[src/rtl/pll_seq_pkg.sv]
// pll_seq_pkg: shared state encoding, default timing constants and helpers for the PLL reset sequencer
package pll_seq_pkg;
  typedef enum logic [1:0] {
    PLL_RST   = 2'd0,
    WAIT_LOCK = 2'd1,
    STABLE    = 2'd2,
    RUN       = 2'd3
  } state_t;
  localparam int PLL_RST_CYCLES_DEF      = 16;
  localparam int LOCK_TIMEOUT_CYCLES_DEF = 2500;
  localparam int LOCK_STABLE_CYCLES_DEF  = 256;
  localparam int CNT_W_DEF               = 12;
  localparam int STAT_W                  = 8;
  function automatic logic [STAT_W-1:0] sat_inc(input logic [STAT_W-1:0] v);
    return (&v) ? v : v + 1'b1;
  endfunction
endpackage

[src/rtl/sync_2ff.sv]
// sync_2ff: 1-bit two-flop synchronizer with synchronous active-high reset
module sync_2ff (
  input  logic clk,
  input  logic rst,
  input  logic d,
  output logic q
);
  logic m;
  always_ff @(posedge clk)
    if (rst) {q, m} <= 2'b00;
    else {q, m} <= {m, d};
endmodule

[src/rtl/pll_reset_sequencer.sv]
// pll_reset_sequencer: drives PLL reset, qualifies lock and releases SoC reset after lock is stable
module pll_reset_sequencer
  import pll_seq_pkg::*;
#(
  parameter int PLL_RST_CYCLES      = PLL_RST_CYCLES_DEF,
  parameter int LOCK_TIMEOUT_CYCLES = LOCK_TIMEOUT_CYCLES_DEF,
  parameter int LOCK_STABLE_CYCLES  = LOCK_STABLE_CYCLES_DEF,
  parameter int CNT_W               = CNT_W_DEF
) (
  input  logic              input_clk,
  input  logic              reset,
  input  logic              pll_locked,
  input  logic              sw_reset_req,
  output logic              pll_reset,
  output logic              soc_reset,
  output logic              pll_ok,
  output logic [STAT_W-1:0] relock_count,
  output logic [STAT_W-1:0] timeout_count
);
  state_t state, state_n;
  logic [CNT_W-1:0] cnt;
  logic lock_s, pr_done, to_done, st_done, to_hit, rl_hit;
  sync_2ff u_lock_sync (
    .clk(input_clk),
    .rst(reset),
    .d  (pll_locked),
    .q  (lock_s)
  );
  assign pr_done = cnt == CNT_W'(PLL_RST_CYCLES - 1);
  assign to_done = cnt == CNT_W'(LOCK_TIMEOUT_CYCLES - 1);
  assign st_done = cnt == CNT_W'(LOCK_STABLE_CYCLES - 1);
  // a software restart suppresses the statistics of the transition it overrides
  assign to_hit = !sw_reset_req && state == WAIT_LOCK && !lock_s && to_done;
  assign rl_hit = !sw_reset_req && state == RUN && !lock_s;
  always_comb begin
    state_n = state;
    case (state)
      PLL_RST:   state_n = pr_done ? WAIT_LOCK : PLL_RST;
      WAIT_LOCK: state_n = lock_s ? STABLE : to_done ? PLL_RST : WAIT_LOCK;
      STABLE:    state_n = !lock_s ? WAIT_LOCK : st_done ? RUN : STABLE;
      RUN:       state_n = lock_s ? RUN : PLL_RST;
      default:   state_n = PLL_RST;
    endcase
    if (sw_reset_req) state_n = PLL_RST;
  end
  always_ff @(posedge input_clk)
    if (reset) begin
      state         <= PLL_RST;
      cnt           <= '0;
      pll_reset     <= 1'b1;
      soc_reset     <= 1'b1;
      pll_ok        <= 1'b0;
      relock_count  <= '0;
      timeout_count <= '0;
    end else begin
      state         <= state_n;
      cnt           <= (sw_reset_req || state_n != state || state_n == RUN) ? '0 : cnt + 1'b1;
      pll_reset     <= state_n == PLL_RST;
      soc_reset     <= state_n != RUN;
      pll_ok        <= state_n == RUN;
      if (to_hit) timeout_count <= sat_inc(timeout_count);
      if (rl_hit) relock_count <= sat_inc(relock_count);
    end
endmodule

[config.mk]
export PLATFORM = sky130hd
export DESIGN_NAME = pll_reset_sequencer
export DESIGN_NICKNAME = d
export VERILOG_FILES = /design/src/rtl/pll_seq_pkg.sv /design/src/rtl/sync_2ff.sv /design/src/rtl/pll_reset_sequencer.sv
export SDC_FILE = /design/constraint.sdc
export NUM_CORES = 1
export LEC_CHECK = 0
export BUFFER_PORTS_ARGS = -buffer_cell sky130_fd_sc_hd__buf_4
export CAP_MARGIN = 20
export CORE_MARGIN = 8
export CORE_UTILIZATION = 25
export CTS_CLUSTER_SIZE = 8
export DETAILED_ROUTE_END_ITERATION = 12
export PLACE_DENSITY_LB_ADDON = 0.2
export SLEW_MARGIN = 5
export SYNTH_ARGS = -nofsm -noshare
export SYNTH_HDL_FRONTEND = slang
export SYNTH_SLANG_ARGS = --single-unit
export TNS_END_PERCENT = 10
[constraint.sdc]
create_clock -name input_clk -period 2.27 [get_ports input_clk]
set_input_delay 0.1135 -clock input_clk [delete_from_list [all_inputs] [get_ports input_clk]]
set_output_delay 0.1135 -clock input_clk [all_outputs]
set_load 0.03 [all_outputs]
Word level (Yosys, flattened, before mapping)
Index checks and enable logic that the tools add are counted.

Add/subtract/negate cells: 3. Eq/ne operators: 9. Mux-type cells: 8. Bitwise logic cells: 2. Reductions and logical operators: 16.

Operator list (count): 8-bit by 1-bit adder with 8-bit output (second input constant) (2); 8-bit AND reduction (2); 12-bit by 1-bit adder with 12-bit output (second input constant) (1); 12-bit == test (second input constant) (1); 12-bit by 4-bit == test with 1-bit output (second input constant) (1); 12-bit by 8-bit == test with 1-bit output (second input constant) (1); 2-bit two-way mux (4); 2-bit one-hot mux with 4 select lines (1); 2-bit == test (second input constant) (3); 1-bit logical AND (5); 2-bit zero test (2); 2-bit AND reduction (2); 1-bit two-way mux (3); 2-bit by 1-bit == test with 1-bit output (second input constant) (1); 1-bit zero test (2); 1-bit logical OR (2); 2-bit != test (1); 2-bit != test (second input constant) (1); 1-bit NOT (2); 2-bit OR reduction (1).

Register bits after elaboration: 35. Output and inout port bits: 19. Logic and storage cells: 47.

Longest topological paths before layout
Depth in word-level cells: 9. Mapped depth: 7.

Hierarchy
Synthesis repeated with hierarchy kept, for this count alone.

Cells, all modules: 203. Area total of the unflattened synthesis: 1839.3 um^2.

By module, submodules not included: pll_reset_sequencer (instances 1, cells an instance 199, area each 1786.7 um^2, sequential area each 660.6 um^2); sync_2ff (instances 1, cells an instance 4, area each 52.6 um^2, sequential area each 40.0 um^2).

Worst setup path after synthesis
OpenSTA, ideal clock, no wires.

Path kind: in2reg. Start: input cnt[0]. End: register timeout_count[3]. Library setup time: 0.121 ns. Data arrival time: 1.903 ns. Required time: 2.149 ns. Setup slack: 0.246 ns. Stages on the path: 7. Cell sequence: dfxtp_1 -> ha_1 -> nor4bb_1 -> nand4_1 -> a31oi_2 -> and4_1 -> mux2_2.

Word-level cells in the longest chain between the ends: 3.

Ends and longest elaborated chain: start: declaration (line pll_reset_sequencer.sv:21) `logic [CNT_W-1:0] cnt;`; 12-bit == test (line pll_reset_sequencer.sv:30) `assign to_done = cnt == CNT_W'(LOCK_TIMEOUT_CYCLES - 1);`; 1-bit logical AND (line pll_reset_sequencer.sv:33) `assign to_hit = !sw_reset_req && state == WAIT_LOCK && !lock_s && to_done;`; 2-bit AND reduction (no line); end signal: assignment (line pll_reset_sequencer.sv:61) `if (to_hit) timeout_count <= sat_inc(timeout_count);`; end: declaration (line pll_reset_sequencer.sv:18) `output logic [STAT_W-1:0] timeout_count`.

No other way between the ends. A chain may end at the register's enable or synchronous reset.

Worst setup path in the final report
Ends and elaborated chain as after synthesis.

==> load_flow_metrics.sql <==
INSERT INTO impl_metrics (metric_group, metric, value, unit) VALUES
('outcome', 'outcome', 'complete, no violations', ''),
('pwr', 'power.static_leakage', '0.713', 'nW'),
('clock_network', 'clk_transition_reported_paths', '70', 'ps'),
('logic_synthesis', 'yosysSeqAreaShare', '0.439', ''),
('final_layout', 'final_net_count', '204', ''),
('detailed_routing', 'routed_wire_length_per_instance', '12.0', 'µm'),
('critical_path', 'rrSetupSlack', '180', 'ps'),
('final_layout', 'relative_area_change_from_synthesis_to_final_layout', '22.9', '%'),
('sta', 'period_minus_slack', '2090', 'ps'),
('final_layout', 'layout-drive-gt1-share', '0.258', ''),
('sta', 'worst-slew-pin-transition', '470', 'ps'),
('critical_path', 'critical_path.endpoint', 'timeout_count[3]', ''),
('final_layout', 'n_fill_cell', '675', ''),
('floorplan', 'num_io_pins', '23', ''),
('floorplan', 'die_h', '95.9', 'µm'),
('global_route', 'first_pass_grt_wire_length', '5760', 'µm'),
('final_layout', 'antennaDiodeCount', '0', ''),
('global_route', 'antenna_violations_before_repair', '0', ''),
('floorplan', 'initial_core_utilization', '0.254', ''),
('global_route', 'grt_use_total', '0.0800', ''),
('global_route', 'number_of_global_route_vias_before_repair', '1240', ''),
('detailed_routing', 'num_vias', '1264', ''),
('critical_path', 'timing.critical_path.required', '2440', 'ps'),
('clock_network', 'post_cts_sizing', '0', ''),
('placement', 'placed_area', '1860', 'µm²'),
('critical_path', 'rr_endpoint', 'timeout_count[3]', ''),
('critical_path', 'timing_worst_setup_path_type', 'reg -> reg', ''),
('detailed_routing', 'drt-vias-per-instance', '4.60', ''),
('detailed_routing', 'post-route-drc-count', '0', ''),
('clock_network', 'clkLatencyLatePin', '280', 'ps'),
('clock_network', 'cts.repair_timing.setup_buffer_count', '0', ''),
('final_layout', 'layout.area.seq', '701', 'µm²'),
('final_layout', 'layout.cells.most_common_list', 'sky130_fd_sc_hd__dfxtp_1 (35), sky130_fd_sc_hd__nor2_1 (25), sky130_fd_sc_hd__buf_4 (25)', ''),
('logic_synthesis', 'ys.warnings.count', '0', ''),
('floorplan', 'die_w', '95.9', 'µm'),
('logic_synthesis', 'synth-edff-count', '0', ''),
('logic_synthesis', 'yosysUniqueCellTypes', '40', ''),
('clock_network', 'h-tree-depth', '2', ''),
('sta', 'setup_violations', '0', ''),
('sta', 'relSlewSlack', '0.684', ''),
('global_route', 'overflow', '0', ''),
('critical_path', 'setup.worst_path.end_class', 'flop', ''),
('logic_synthesis', 'synth_area', '1600', 'µm²'),
('critical_path', 'crit_path_cell_trace', 'ha_1 -> nor4bb_1 -> nand4_1 -> a31oi_2 -> and4_1 -> mux2_2', ''),
('critical_path', 'reg2reg_depth', '6', ''),
('floorplan', 'design.core.area', '6280', 'µm²'),
('pwr', 'ir_worst_vdd', '226', 'µV'),
('logic_synthesis', 'synth_seq_cells', '35', ''),
('final_layout', 'design_area', '1960', 'µm²'),
('sta', 'final-hold-violation-count', '0', ''),
('global_route', 'maximum_number_of_pins_on_one_net_before_global_route_repair', '25', ''),
('logic_synthesis', 'postSynthAreaPerCell', '9.50', 'µm²'),
('detailed_routing', 'drt.antenna.violating_nets', '0', ''),
('flow_run', 'drv_cap', '0', ''),
('sta', 'fin_crit_sh', '0.919', ''),
('sta', 'clock_skew', '4.64', 'ps'),
('sta', 'achievable-frequency', '0.480', 'GHz'),
('sta', 'setup_repair_after_global_routing_missed_its_margin', 'no', ''),
('critical_path', 'critical_path.startpoint', 'cnt[0]', ''),
('critical_path', 'cp_num_cells', '6', ''),
('clock_network', 'cts_hold_repair.buffers', '0', ''),
('clock_network', 'cts-root-buf', 'sky130_fd_sc_hd__clkbuf_8', ''),
('critical_path', 'r2r-start', 'cnt[0]', ''),
('clock_network', 'cts.path.max_buffers', '2', ''),
('clock_network', 'tritoncts.num_buffers', '5', ''),
('critical_path', 'worst_path_dominant_cell_family', 'simple AND/OR/NAND/NOR gates', ''),
('critical_path', 'cp_num_buf_inv', '0', ''),
('final_layout', 'final_common_cell', 'sky130_fd_sc_hd__dfxtp_1', ''),
('clock_network', 'tritoncts', 'done', ''),
('critical_path', 'critPathLaunchType', 'flop', ''),
('placement', 'place.detailed.hpwl', '2420', 'µm');
[kinds of logic (layout without fill, tap and decap cells)]
| family | after synthesis | in the layout | share of synthesized area |
|---|---|---|---|
| compound gates | 13 | 13 | 0.0674 |
| xor+xnor | 20 | 20 | 0.110 |
| flops | 35 | 35 | 0.439 |
| fa+ha+maj | 3 | 3 | 0.0235 |
| buf+inv | 8 | 38 | 0.0235 |
| mux | 6 | 6 | 0.0431 |
| simple gates | 83 | 83 | 0.294 |
[synthesized netlist by cell type (4+ instances only)]
library cell	n	area [µm²]
sky130_fd_sc_hd__dfxtp_1	35	701
sky130_fd_sc_hd__nor2_1	25	93.8
sky130_fd_sc_hd__nand2_1	12	45.0
sky130_fd_sc_hd__xnor2_1	11	96.3
sky130_fd_sc_hd__nor2_2	10	62.6
sky130_fd_sc_hd__xor2_1	9	78.8
sky130_fd_sc_hd__inv_1	5	18.8
sky130_fd_sc_hd__nand4_1	5	31.3
sky130_fd_sc_hd__nor2b_1	5	31.3
sky130_fd_sc_hd__and3_1	4	25.0
sky130_fd_sc_hd__nand3_1	4	20.0
[state kept, by name, summed over array words and instances (netlist names)]
name,flops
cnt,12
relock_count,8
timeout_count,8
state,2
pll_ok,1
pll_reset,1
soc_reset,1
u_lock_sync.m,1
u_lock_sync.q,1
[worst reg2reg max path, cell delays in order, from the launching register on]
cell	delay [ps]
sky130_fd_sc_hd__dfxtp_1	370
sky130_fd_sc_hd__ha_1	180
sky130_fd_sc_hd__nor4bb_1	300
sky130_fd_sc_hd__nand4_1	280
sky130_fd_sc_hd__a31oi_2	300
sky130_fd_sc_hd__and4_1	230
sky130_fd_sc_hd__mux2_2	320
[power by group]
group / internal (mW) / switching (mW)
Combinational: 0.00970 / 0.0169
Clock: 0.277 / 0.219
Sequential: 0.617 / 0.00270
[through the flow]
| step | utilization | worst slack (ps) | hold slack, ps | std cells |
|---|---|---|---|---|
| floorplan | - | 246 | 197 | 168 |
| global placement | 0.297 | 236 | 334 | 267 |
| detailed placement | 0.297 | 199 | 333 | 267 |
| CTS | 0.313 | 183 | 34.4 | 275 |
| global route | 0.313 | 31.4 | 59.8 | 275 |
| finish | 0.313 | 185 | 42.8 | 275 |
[worst min-delay path by stage]
stage	start	cells after the start	slack (ps)	end
floorplan	sw_reset_req	1	200	state[1]
global placement	pll_locked	2	330	u_lock_sync.m
detailed placement	pll_locked	2	330	u_lock_sync.m
CTS	pll_locked	2	30	u_lock_sync.m
global route	pll_locked	2	60	u_lock_sync.m
finish	pll_locked	2	40	u_lock_sync.m
[area by class of cell]
| type | count | area share |
|---|---|---|
| Clock buffer | 8 | 0.0510 |
| Multi-Input combinational cell | 125 | 0.438 |
| Timing Repair Buffer | 25 | 0.0957 |
| Inverter | 5 | 0.00957 |
| Tap cell | 77 | 0.0491 |
| Sequential cell | 35 | 0.357 |
[layer usage]
metal	global-route usage	part of all wire	vias up
met5	0	0	-
met4	0.0397	0.016	0
met3	0.0281	0.037	6
met2	0.123	0.46	25
met1	0.0967	0.49	585
li1	-	-	648
Power figures use the tool's default switching activity.
